==> src/rtl/bp_cfg_loader.sv <==
// Post-reset configuration sequencer: freezes every core, writes its id and CCE mode,
// then unfreezes all cores over a valid/ready cfg bus.
module bp_cfg_loader #(
  parameter int num_core_p       = 1,
  parameter int cfg_addr_width_p = 16,
  parameter int cfg_data_width_p = 32,
  parameter int core_id_width_p  = (num_core_p > 1) ? $clog2(num_core_p) : 1
) (
  input  logic                        clk_i,
  input  logic                        reset_i,
  input  logic                        start_i,
  input  logic                        cce_mode_i,
  output logic                        cfg_v_o,
  input  logic                        cfg_ready_i,
  output logic [core_id_width_p-1:0]  cfg_core_o,
  output logic [cfg_addr_width_p-1:0] cfg_addr_o,
  output logic [cfg_data_width_p-1:0] cfg_data_o,
  output logic                        busy_o,
  output logic                        done_o
);

  typedef enum logic [1:0] {
    e_idle     = 2'd0,
    e_config   = 2'd1,
    e_unfreeze = 2'd2,
    e_done     = 2'd3
  } state_e;

  localparam logic [cfg_addr_width_p-1:0] freeze_addr_lp  = cfg_addr_width_p'(16'h0000);
  localparam logic [cfg_addr_width_p-1:0] core_id_addr_lp = cfg_addr_width_p'(16'h0004);
  localparam logic [cfg_addr_width_p-1:0] cce_mode_addr_lp = cfg_addr_width_p'(16'h0008);
  localparam logic [core_id_width_p-1:0]  last_core_lp    = core_id_width_p'(num_core_p - 1);
  localparam logic [core_id_width_p-1:0]  core_one_lp     = core_id_width_p'(1);

  state_e                     r_state, w_state_next;
  logic [core_id_width_p-1:0] r_core_cnt, w_core_cnt_next;
  logic [1:0]                 r_step_cnt, w_step_cnt_next;
  logic                       r_mode, w_mode_next;

  // State and counter registers with synchronous reset
  always_ff @(posedge clk_i) begin
    if (reset_i) begin
      r_state    <= e_idle;
      r_core_cnt <= '0;
      r_step_cnt <= 2'd0;
      r_mode     <= 1'b0;
    end else begin
      r_state    <= w_state_next;
      r_core_cnt <= w_core_cnt_next;
      r_step_cnt <= w_step_cnt_next;
      r_mode     <= w_mode_next;
    end
  end

  // Next-state and output decode; outputs are forced idle while reset_i is high so an
  // in-flight write is withdrawn in the reset cycle itself
  always_comb begin
    w_state_next    = r_state;
    w_core_cnt_next = r_core_cnt;
    w_step_cnt_next = r_step_cnt;
    w_mode_next     = r_mode;
    cfg_v_o         = 1'b0;
    cfg_core_o      = '0;
    cfg_addr_o      = '0;
    cfg_data_o      = '0;
    busy_o          = 1'b0;
    done_o          = 1'b0;
    if (reset_i) begin
      w_state_next = e_idle;
    end else begin
      case (r_state)
        e_idle: begin
          if (start_i) begin
            w_mode_next     = cce_mode_i;
            w_core_cnt_next = '0;
            w_step_cnt_next = 2'd0;
            w_state_next    = e_config;
          end else begin
            w_state_next = e_idle;
          end
        end
        e_config: begin
          cfg_v_o    = 1'b1;
          busy_o     = 1'b1;
          cfg_core_o = r_core_cnt;
          case (r_step_cnt)
            2'd0: begin
              cfg_addr_o = freeze_addr_lp;
              cfg_data_o = cfg_data_width_p'(1'b1);
            end
            2'd1: begin
              cfg_addr_o = core_id_addr_lp;
              cfg_data_o = cfg_data_width_p'(r_core_cnt);
            end
            2'd2: begin
              cfg_addr_o = cce_mode_addr_lp;
              cfg_data_o = cfg_data_width_p'(r_mode);
            end
            default: begin
              cfg_addr_o = freeze_addr_lp;
              cfg_data_o = cfg_data_width_p'(1'b1);
            end
          endcase
          if (cfg_ready_i) begin
            if (r_step_cnt >= 2'd2) begin
              w_step_cnt_next = 2'd0;
              if (r_core_cnt == last_core_lp) begin
                w_core_cnt_next = '0;
                w_state_next    = e_unfreeze;
              end else begin
                w_core_cnt_next = r_core_cnt + core_one_lp;
              end
            end else begin
              w_step_cnt_next = r_step_cnt + 2'd1;
            end
          end else begin
            w_step_cnt_next = r_step_cnt;
          end
        end
        e_unfreeze: begin
          cfg_v_o    = 1'b1;
          busy_o     = 1'b1;
          cfg_core_o = r_core_cnt;
          cfg_addr_o = freeze_addr_lp;
          cfg_data_o = '0;
          if (cfg_ready_i) begin
            if (r_core_cnt == last_core_lp) begin
              w_core_cnt_next = '0;
              w_state_next    = e_done;
            end else begin
              w_core_cnt_next = r_core_cnt + core_one_lp;
            end
          end else begin
            w_core_cnt_next = r_core_cnt;
          end
        end
        e_done: begin
          done_o       = 1'b1;
          w_state_next = e_done;
        end
        default: begin
          w_state_next = e_idle;
        end
      endcase
    end
  end

endmodule
==> config.mk <==
export PLATFORM = sky130hd
export DESIGN_NAME = bp_cfg_loader
export DESIGN_NICKNAME = d
export VERILOG_FILES = /design/src/rtl/bp_cfg_loader.sv
export SDC_FILE = /design/constraint.sdc
export NUM_CORES = 1
export LEC_CHECK = 0
export CAP_MARGIN = 20
export CORE_ASPECT_RATIO = 0.6
export CORE_MARGIN = 1.5
export CORE_UTILIZATION = 30
export DETAILED_ROUTE_END_ITERATION = 7
export PLACE_DENSITY = 0.75
export SLEW_MARGIN = 20
export SYNTH_ARGS = -nofsm -noshare
export SYNTH_HDL_FRONTEND = slang
export SYNTH_SLANG_ARGS = --single-unit
==> constraint.sdc <==
create_clock -name clk_i -period 1.35 [get_ports clk_i]
set_input_delay 0.135 -clock clk_i [delete_from_list [all_inputs] [get_ports clk_i]]
set_output_delay 0.135 -clock clk_i [all_outputs]
set_load 0.1 [all_outputs]
# [Word level (Yosys, flattened, before mapping)]
# Index checks and enable logic that the tools add are counted.
[op_classes] addsub=2 magnitude_cmp=1 n_eq_ne=11 muxes=29 n_reduce_logical=8
[ops] cell="two-way mux 2 bit" n=8
[ops] cell="two-way mux 1 bit" n=14
[ops] cell="inequality test 2 bit (second input constant)" n=6
[ops] cell="AND reduction 5 bit" n=2
[ops] cell="two-way mux 4 bit" n=2
[ops] cell="one-hot mux 2 bit (4 select lines)" n=1
[ops] cell="one-hot mux 4 bit (2 select lines)" n=1
[ops] cell="== test 2 bit (second input constant)" n=3
[ops] cell="== test 2 x 1 -> 1 bit (second input constant)" n=2
[ops] cell="one-hot mux 2 bit (2 select lines)" n=1
[ops] cell="one-hot mux 1 bit (3 select lines)" n=1
[ops] cell="AND reduction 3 bit" n=1
[ops] cell="nonzero test 3 bit" n=1
[ops] cell="adder 2 x 1 -> 2 bit (second input constant)" n=1
[ops] cell=">= comparator 2 bit (second input constant)" n=1
[ops] cell="zero test 2 bit" n=1
[ops] cell="one-hot mux 1 bit (2 select lines)" n=1
[ops] cell="AND reduction 2 bit" n=1
[ops] cell="nonzero test 2 bit" n=1
[ops] cell="OR reduction 2 bit" n=1
[ops] cell="adder 1 bit (second input constant)" n=1
[word_totals] regBits=6 out_inout_bits=52 word_cells=55

# [Logic depth before layout (Yosys ltp)]
[logic_depth] ltp_word=5 mapped_depth=5 depth_no_buf=5

# [Least setup slack after synthesis]
# Ideal clock, no wire load.
[synth_path] path_type="register -> output" from="register r_state[1]" to="output port cfg_data_o[0]" t_arrival_ps=3703 required_time_ps=1215 setup_slack_ps=-2488 stages_incl_launch_ff=4 n_path_buf=0 path_cell_list="dfxtp_1 -> inv_1 -> ha_1 -> nor4b_1"
[synth_between] elab_chain_len=3
[synth_rtl] item="from (decl)" line="35" source="state_e r_state, w_state_next;"
[synth_rtl] item="from (signal assigned)" line="43" source="r_state <= e_idle;"
[synth_rtl] item="from (signal assigned)" line="48" source="r_state <= w_state_next;"
[synth_rtl] item="== test 2 x 1 -> 1 bit" line="71" source="case (r_state)"
[synth_rtl] item="two-way mux 1 bit" line="71"
[synth_rtl] item="two-way mux 1 bit" line="68" source="if (reset_i) begin"
[synth_rtl] item="to (decl)" line="17" source="output logic [cfg_data_width_p-1:0] cfg_data_o,"
# Every way passes these cells.

# [Worst setup path after layout]
[layout_path] from="register r_state[0]" to="output port cfg_v_o"
[layout_between] elab_chain_len=4 word_cells_on_any_way=5 cone_classes="eq/ne: 2; mux: 2; reduce/logical: 1"
[layout_rtl] item="== test 2 bit / == test 2 x 1 -> 1 bit (equally long branches)" line="71"
[layout_rtl] item="OR reduction 2 bit (no line) *"
[layout_rtl] item="two-way mux 1 bit *" line="71"
[layout_rtl] item="two-way mux 1 bit *" line="68"
[layout_rtl] item="to (decl)" line="13" source="output logic cfg_v_o,"
# Every way passes the cells marked *; elsewhere a longest branch is shown, timed or not.

==> run metrics <==
drc violations=0; period utilization=109%; Antenna Nets Post-Route=0; Clock Path Buffers=2; fmax=682 MHz; pwr/cell area=between 2000 and 2500 nW/um^2; antenna violations before repair=0; CTS root buffer=clkbuf_8; Iter 0 DRT Violations=4; post-synthesis cell type count=24; cts hold-fix bufs=0; footprint of the multi-input gates=between 500 and 600 um^2; Port-buffer cells=10; Synth Instances=91; DR WL/cell=9.76 um; first-pass GRT wire length=approximately 2.3 mm; P&R area growth vs syn=40.3%; final worst slack=-0.117 ns; Seq/Total Area, Yosys=approximately 14%; Leak=roughly 0.47 nW; Yosys warning total=0; GR Util All Layers=12.2%; Worst VDD drop=between 0.8 and 0.9 mV; Vias/cell=3.67; Final Cell Area=between 1000 and 1500 um^2; HP Class=flop to flop; Crit Path Class=flop to primary output; MaxCap Viol Count=0; CTS tree=done; worst path arrival time=1.33 ns; Critical Path Source Type=flop; die width=66.3 um; Final setup viols=8; worst hold margin=0.491 ns; die area=between 2000 and 3000 um^2; dpl cell area=between 800 and 900 um^2; final non-filler cell total=~140; CTS Buf Count=3; vias in the first global route=about 470; Yosys reg bits=5; clock-pin slew on the worst setup and hold paths=0.04 ns; failing checks=setup timing; most common cell after layout, fill and taps aside=conb_1; Vias=528; Synth Area per Inst=7.92 um^2; Fillers=213; Chip Height=roughly 40 um; dominant cell type by area after synthesis=buf_4; Clock Latency Late Sink=between 0.2 and 0.25 ns; Async S/R FF share, synth=0%; clock skew=between 0.0015 and 0.002 ns; grt ovf=0; Worst Setup End Kind=primary output; Required @ worst endpoint=1.22 ns; # diodes=0; final-report hold violation count=0; GP Congestion=around 0.75; ranking of synthesized cells by area=buf_4 (49%), dfxtp_1 (14%), ha_1 (8.7%), nor2b_1 (4.3%), a21oi_1 (2.8%); Synth top area share=between 40% and 50%; Site Rows=13; main flop type after synthesis=dfxtp_1; RSZ-0062 raised after global routing=true; EDFF count, synth=0; Starting Density=around 33%; largest net degree at the start of global routing=9; Worst Path Max Fanout=4; dpl cells=between 100 and 150; nets=125; Period minus WS final=around 1.5 ns; commonest cells after routing, fill and taps aside=conb_1 (46), buf_4 (10), buf_12 (6); final wirelength=~1.4 mm; First-pass DRT Iterations=4; Mapped Area=a little over 700 um^2; # clock sinks=5; Util after Layout=45.7%; status=finished with violations; H-Tree Depth=1; Slew Viols, Final=0; layout cells sized above 1=a little under two fifths; Top-Level Pins=57; core area=around 2200 um^2; Final HPWL DP=1.05 mm; DP Worst Slack=-0.104 ns; Seq. cell area=roughly 110 um^2
critical path, cell delays in order, from the launching register on:
cell	delay (ns)
dfxtp_4	0.39
inv_4	0.06
ha_4	0.26
nor2b_4	0.20
buf_12	0.20
layout make-up:
class,count,area share (%)
Inverter,2,1.49
Tap cell,30,3.71
Sequential cell,5,10.8
Multi-Input combinational cell,81,54.2
Timing Repair Buffer,22,25.4
Clock buffer,4,4.46
cells in the mapped netlist (2+ instances only):
master	n
buf_4	47
dfxtp_1	5
ha_1	5
nor2b_1	5
a21oi_1	4
inv_1	2
nand2_1	2
nand2b_1	2
nor2_1	2
nor3_1	2
o21ai_0	2
path summary, 6_finish.rpt:
| path | to | startpoint | cells past startpoint | slack, ns |
|---|---|---|---|---|
| max | cfg_v_o | r_state[0]$_SDFFE_PP0P_ | 4 | -0.12 |
| min | r_mode$_SDFFE_PP0P_ | r_mode$_SDFFE_PP0P_ | 2 | 0.49 |
| max reg2reg | r_step_cnt[0]$_SDFFE_PP0P_ | r_state[1]$_SDFFE_PP0P_ | 6 | -0.09 |
| min reg2reg | r_mode$_SDFFE_PP0P_ | r_mode$_SDFFE_PP0P_ | 2 | 0.49 |
state kept, by name, summed over array words and instances (netlist names):
register and cells:
r_state 2, r_mode 1, r_step_cnt 2
per-layer routing:
metal | up-vias | GRT usage, % | wire [um]
met3 | 0 | 5.22 | 109
met1 | 250 | 11.5 | 532
met4 | 0 | 1.53 | 0
met5 | - | 0 | 0
li1 | 248 | - | -
met2 | 30 | 26.5 | 763
timing repair:
| item | CTS | global route |
|---|---|---|
| gates cloned | 0 | 0 |
| pin swaps | 5 | 1 |
| resized for setup | 12 | 3 |
| setup buffers | 4 | 1 |
| endpoints found under the setup margin | 8 | 10 |
cell families (layout without fill, tap and decap cells):
kind of cell | after synthesis | after routing | synth area share (%)
buffers and inverters | 50 | 28 | 50.5
multiplexers | 2 | 2 | 2.95
AND/OR/NAND/NOR | 20 | 20 | 17.2
other | 1 | 46 | 0.520
AO/OA/AOI/OAI | 8 | 8 | 6.25
adder cells (fa/ha/maj) | 5 | 5 | 8.68
flip-flops | 5 | 5 | 13.9
stage by stage:
stage          power (mW)  TNS (ns)
2_1_floorplan        1.49    -0.885
4_1_cts              2.09    -0.689
5_1_grt              2.25     -1.05
3_3_place_gp         1.62    -0.238
6_report             2.14    -0.662
3_5_place_dp         1.64    -0.388
where the power goes:
group / total [mW] / switching [mW] / internal (mW)
clock: 0.273 / 0.0707 / 0.202
combinational: 1.61 / 1.08 / 0.531
sequential: 0.255 / 0.0583 / 0.196
No activity file was read; power rests on OpenSTA's default activity.
